--- config.mk ---
export PLATFORM = sky130hd
export DESIGN_NAME = ram8_march_bist
export DESIGN_NICKNAME = d
export VERILOG_FILES = /design/src/rtl/ram8_march_bist.sv
export SDC_FILE = /design/constraint.sdc
export NUM_CORES = 1
export LEC_CHECK = 0
export BUFFER_PORTS_ARGS = -buffer_cell sky130_fd_sc_hd__buf_4
export CAP_MARGIN = 40
export CORE_AREA = 5 5 86 64
export CTS_CLUSTER_SIZE = 14
export DETAILED_ROUTE_END_ITERATION = 12
export DIE_AREA = 0 0 91 69
export GPL_TIMING_DRIVEN = 0
export MAX_ROUTING_LAYER = met4
export PLACE_DENSITY = 0.79
export SLEW_MARGIN = 25
export SYNTH_ARGS = -nofsm -noshare
export SYNTH_HDL_FRONTEND = slang
export SYNTH_SLANG_ARGS = --single-unit
--- constraint.sdc ---
create_clock -name clk -period 3.2 [get_ports clk]
set_input_delay 0.64 -clock clk [delete_from_list [all_inputs] [get_ports clk]]
set_output_delay 0.64 -clock clk [all_outputs]
set_load 0.05 [all_outputs]
--- src/rtl/ram8_march_bist.sv ---
// ram8_march_bist: March BIST initiator for an 8x16 RAM (w P / r P w ~P / r ~P w P / r P)
// with first-failure capture and a one-cycle done pulse.
module ram8_march_bist #(
   parameter int WIDTH = 16,
   parameter int ADDR_W = 3,
   parameter int DEPTH = 8,
   parameter logic [WIDTH-1:0] PATTERN = 16'h5555
) (
   input  logic              clk,
   input  logic              rst_n,
   input  logic              start,
   output logic              busy,
   output logic              done,
   output logic              pass,
   output logic [ADDR_W-1:0] fail_addr,
   output logic [WIDTH-1:0]  fail_data,
   output logic [WIDTH-1:0]  fail_exp,
   output logic [WIDTH-1:0]  mem_in,
   output logic [ADDR_W-1:0] mem_addr,
   output logic              mem_load,
   input  logic [WIDTH-1:0]  mem_out
);
   typedef enum logic [2:0] {IDLE, M0, M1, M2, M3, FIN} state_t;
   state_t state, ns;
   logic [ADDR_W:0] k, nk;
   logic [WIDTH-1:0] exp_data;
   logic mismatch, last;
   always_comb begin
      exp_data = state == M2 ? ~PATTERN : PATTERN;
      mismatch = (state == M1 || state == M2 || state == M3) && mem_out != exp_data;
      last = k == (ADDR_W+1)'(DEPTH - 1);
      ns = state;
      nk = '0;
      if (state == IDLE)
         ns = start ? M0 : IDLE;
      else if (state == FIN)
         ns = IDLE;
      else if (mismatch)
         ns = FIN;
      else if (last)
         ns = state_t'(state + 3'd1);
      else
         nk = k + (ADDR_W+1)'(1);
   end
   // Outputs are registered from the next state, so they line up with the state they describe.
   always_ff @(posedge clk or negedge rst_n) begin
      if (!rst_n) begin
         state <= IDLE;
         k <= '0;
         busy <= 1'b0;
         done <= 1'b0;
         pass <= 1'b0;
         mem_load <= 1'b0;
         mem_addr <= '0;
         mem_in <= '0;
         fail_addr <= '0;
         fail_data <= '0;
         fail_exp <= '0;
      end else begin
         state <= ns;
         k <= nk;
         busy <= ns == M0 || ns == M1 || ns == M2 || ns == M3;
         done <= ns == FIN;
         mem_load <= ns == M0 || ns == M1 || ns == M2;
         mem_addr <= (ns == M0 || ns == M1) ? nk[ADDR_W-1:0] :
                     (ns == M2 || ns == M3) ? ADDR_W'(DEPTH - 1) - nk[ADDR_W-1:0] : '0;
         mem_in <= (ns == M0 || ns == M2) ? PATTERN : ns == M1 ? ~PATTERN : '0;
         if (state == IDLE && start) begin
            pass <= 1'b0;
            fail_addr <= '0;
            fail_data <= '0;
            fail_exp <= '0;
         end
         if (mismatch) begin
            fail_addr <= mem_addr;
            fail_data <= mem_out;
            fail_exp <= exp_data;
         end
         if (ns == FIN)
            pass <= !mismatch;
      end
   end
endmodule

* Yosys cells after proc, flatten, opt, wreduce, memory -nomap -nowiden
Cells that the tools add are included.
Word-level totals: flip-flop bits (word level) 65, latch bits 0, RAM bits 0, memory bits (read-only) 0, bits of input ports 19, memories 0
Operators by class: $add $sub $neg 3, $mul 0, divide/modulo/power cells 0, $lt $le $gt $ge 0, equality and inequality tests 11, shift operators 0, multiplexer cells 21, bitwise logic cells 0, reduce and logical (&&, ||, !) cells 13
Operators by type and width (count):
- $mux W16 | 6
- $mux W3 | 8
- $mux W4 | 4
- $ne A16 B16 Y1 | 1
- $eq A3 B2 Y1 const B | 4
- $eq A3 B3 Y1 const B | 4
- $logic_or A1 B1 Y1 | 7
- $add A4 B1 Y4 const B | 1
- $eq A4 B3 Y1 const B | 1
- $reduce_bool A2 Y1 | 2
- $add A3 B1 Y3 const B | 1
- $eq A3 B1 Y1 const B | 1
- $logic_not A3 Y1 | 1
- $mux W1 | 3
- $sub A3 B3 Y3 const A | 1
- $logic_and A1 B1 Y1 | 2
- $logic_not A1 Y1 | 1

* Logic depth before layout (Yosys ltp)
depth after elaboration 11, mapped depth 10

* Worst setup path before layout
No wires, ideal clock.
kind reg2reg, from register state[0], to register fail_addr[0], data arrival time 2.177 ns, required time 3.121 ns, setup slack 0.943 ns, stages on the path, launching flop included 10, period minus slack after synthesis 2.257 ns, cells stage by stage dfrtp_1 ha_1 ha_1 and3b_1 nand4_1 a22o_1 o21a_1 clkbuf_1 buf_2 mux2i_1
On the way: cells in the longest elaborated chain, start to end 5, elaborated cells between the ends (all ways) 12, those cells by class eq/ne: 4; mux: 2; reduce/logical: 6
RTL lines:
- start: declaration | RTL line 24 | state_t state, ns;
- start signal: assignment | RTL line 60 | state <= ns;
- $eq A3 B2 Y1, on equally long branches | RTL line 29, 30
- $mux W16 / $logic_or A1 B1 Y1 (equally long branches) | RTL line 29, 30
- $ne A16 B16 Y1 / $logic_or A1 B1 Y1 (equally long branches) | RTL line 30 | mismatch = (state == M1 || state == M2 || state == M3) && mem_out != exp_data;
- $logic_and A1 B1 Y1 | RTL line 30
- $mux W3 / $reduce_bool A2 Y1 (equally long branches)
- end signal: assignment | RTL line 75 | fail_addr <= mem_addr;
- end: declaration | RTL line 15 | output logic [ADDR_W-1:0] fail_addr,
Parallel ways exist; a longest one is shown, timed or not. A chain may end at the register's enable or synchronous reset.

* Worst setup path after layout
from register state[2], to register mem_addr[2]
On the way: cells in the longest elaborated chain, start to end 11, elaborated cells between the ends (all ways) 27, those cells by class add/sub: 2; eq/ne: 9; mux: 10; reduce/logical: 6
RTL lines:
- parallel branches: the longest is 10 deep, another holds $sub A3 B3 Y3
- $mux W3 * | RTL line 65 | mem_addr <= (ns == M0 || ns == M1) ? nk[ADDR_W-1:0] :
- end signal: assignment | RTL line 65
- end: declaration | RTL line 19 | output logic [ADDR_W-1:0] mem_addr,
Every way passes the cells marked *.

==> impl_metrics.json <==
{
  "status": "complete, no violations",
  "relSlewSlack_pct": 62.0,
  "crit_required_ns": 3.36,
  "setup_viol": 0,
  "final_cell_mix": "buf_4, dfrtp_1, nand2_1, inv_1, mux2i_1",
  "htree_num_levels": 2,
  "syn_area_per_cell_sq_um": 9.81,
  "cts_tree": "built",
  "ir_drop_uv": 476,
  "wl_per_cell_um": 14.2,
  "drive_above_1_share_pct": 39.2,
  "skew_ns": 0.0101,
  "crit_slowest_cell": "dfrtp_1",
  "ios": 77,
  "die_h_um": 69,
  "path_cells": "clkbuf_1 -> inv_1 -> ha_1 -> nor3b_1 -> nand4_1 -> a22o_1 -> o21a_1 -> clkbuf_1 -> clkbuf_1 -> a211oi_1",
  "dieArea_sq_um": 6280,
  "min_period_ns": 2.82,
  "nNetsFinal": 335,
  "dp_hpwl_um": 4040,
  "ctsResizeCount": 0,
  "synth_area_sq_um": 2230,
  "synthTopCellsByArea": "dfrtp_1, mux2i_1, buf_4",
  "critPathMaxStageDelay_ns": 0.32,
  "crit_arrival_ns": 2.98,
  "rsz0062_at_grt": "no",
  "clk_path_buf_depth": 2,
  "crit_family": "buffers and inverters",
  "grt_pass1_vias": 1747,
  "slew_viol_final": 0,
  "worstSetupPathType": "reg2reg",
  "clock_sinks": 37,
  "overflow": 0,
  "path_buf_inv": 4,
  "yosys_warnings": 0,
  "power_density_nw_per_um2": 592,
  "n_antenna_cell": 0,
  "drt-initial-drc-count": 112,
  "ys.flop_type": "dfrtp_1",
  "port_buffers": 76,
  "grt_pass1_wl_um": 8550,
  "leakage_nw": 1.52,
  "post-place-ws_ns": 0.417,
  "tightest_slew_ns": 0.554,
  "synth_edf_count": 0,
  "antenna_found_initial": 0,
  "grt_max_degree": 38,
  "cp-end-kind": "flip-flop",
  "critical_path.most_common_cell": "clkbuf_1",
  "cts-root-buf": "clkbuf_8",
  "cp.depth": 10,
  "r2r_cells": 10,
  "synth_top_area_share_pct": 41.6,
  "clk_pin_slew_worst_paths_ns": 0.08,
  "drt_wl_total_um": 5220,
  "tns_ns": 0,
  "maxCapViolations": 0,
  "rows": 21,
  "hold_viol": 0,
  "setup_ws_ns": 0.375,
  "area_growth_pct": 32.5,
  "worst_skew_pair.late_latency_ns": 0.28,
  "postCtsSetupBuffers": 0,
  "drc": 0,
  "ctsHoldBuffers": 0,
  "via_per_inst": 4.98,
  "place.gp.congestion": 0.857,
  "die_x_um": 91,
  "min_period_over_period_pct": 88.3,
  "ant_nets": 0,
  "synth-seq-cells": 37,
  "synth.distinct_cells": 41,
  "hold_class": "in2async",
  "final_common_cell": "buf_4",
  "ys_seq_area_share_pct": 41.6,
  "synth_top_area_cell": "dfrtp_1",
  "grt_use_total_pct": 16.7,
  "crit_fanout": 10,
  "coreArea_sq_um": 4600,
  "fmax_ghz": 0.354,
  "dr.pass1.iters": 4,
  "syn-instance-count": 227,
  "cts_made_buffers": 5,
  "async_reset_ff_share_pct": 100,
  "via_count": 1834,
  "crit_path_start_kind": "flip-flop",
  "synth_fp_nets": 252,
  "start_util_pct": 48.4
}
-- final cells by class --
type | count | area [sq um]
repair buffers | 76 | 571
fillers | 379 | 1650
inverters | 23 | 86.3
plain buffers | 37 | 254
flip-flops and latches | 37 | 926
clock inverters | 2 | 10.0
well taps | 57 | 71.3
multi-input cells | 130 | 960
clock buffers | 6 | 72.6
-- logic make-up after synthesis --
| group | count (synthesis) | synth area share, % |
|---|---|---|
| AO/OA/AOI/OAI | 25 | 7.65 |
| flip-flops | 37 | 41.6 |
| multiplexers | 29 | 13.4 |
| XOR/XNOR | 5 | 2.81 |
| AND/OR/NAND/NOR | 65 | 15.9 |
| buffers and inverters | 60 | 15.3 |
| adder cells (fa/ha/maj) | 6 | 3.37 |
-- cell usage after synthesis (5+ instances only) --
cell / instances
ha_1: 6
mux2_2: 6
a21oi_1: 6
dfrtp_1: 37
inv_1: 23
nand2_1: 26
o21a_1: 5
nor3_1: 5
clkbuf_1: 6
nand3_1: 6
mux2i_1: 22
buf_4: 28
-- layer usage --
layer / GRT usage (%) / up-vias / share of wire (%) / routed length, um
li1: - / 908 / - / -
met1: 23.5 / 846 / 47 / 2470
met2: 23.7 / 74 / 43 / 2260
met3: 5.54 / 6 / 8.6 / 451
met4: 3.09 / 0 / 0.69 / 36
met5: - / - / 0 / 0
-- state kept, by name, summed over array words and instances, names as in the netlist --
| name | cells |
|---|---|
| mem_addr | 3 |
| busy | 1 |
| pass | 1 |
| mem_load | 1 |
| fail_addr | 3 |
| state | 3 |
| done | 1 |
| mem_in | 2 |
| k | 4 |
| fail_data | 16 |
| fail_exp | 2 |
-- through the flow --
stage                     utilization (%)  hold WS, ns  instances  cell area (sq um)  power (mW)
final                                64.2        0.297        368               2950        1.75
after global routing                 64.2        0.336        368               2950        1.84
after CTS                            64.2        0.314        368               2950        1.76
after detailed placement             62.4        0.523        360               2870        1.44
after global placement               62.4        0.511        360               2870        1.43
after floorplan                         -        0.344        227               2230        1.20
-- path summary, 6_finish.rpt --
path,start,to,slack (ns)
worst max-delay path,state[2],mem_addr[2],0.38
worst min-delay path,rst_n,fail_data[13],0.30
worst max register to register,state[2],mem_addr[2],0.38
worst min register to register,mem_addr[2],fail_addr[2],0.52
max in group asynchronous,rst_n,mem_in[14],2.57
min in group clk,mem_addr[2],fail_addr[2],0.52
-- power by group --
part | internal (mW) | switching (mW)
Clock | 0.151 | 0.162
Combinational | 0.305 | 0.553
Sequential | 0.518 | 0.0576
Total | 0.974 | 0.772
Power figures use the tool's default switching activity.
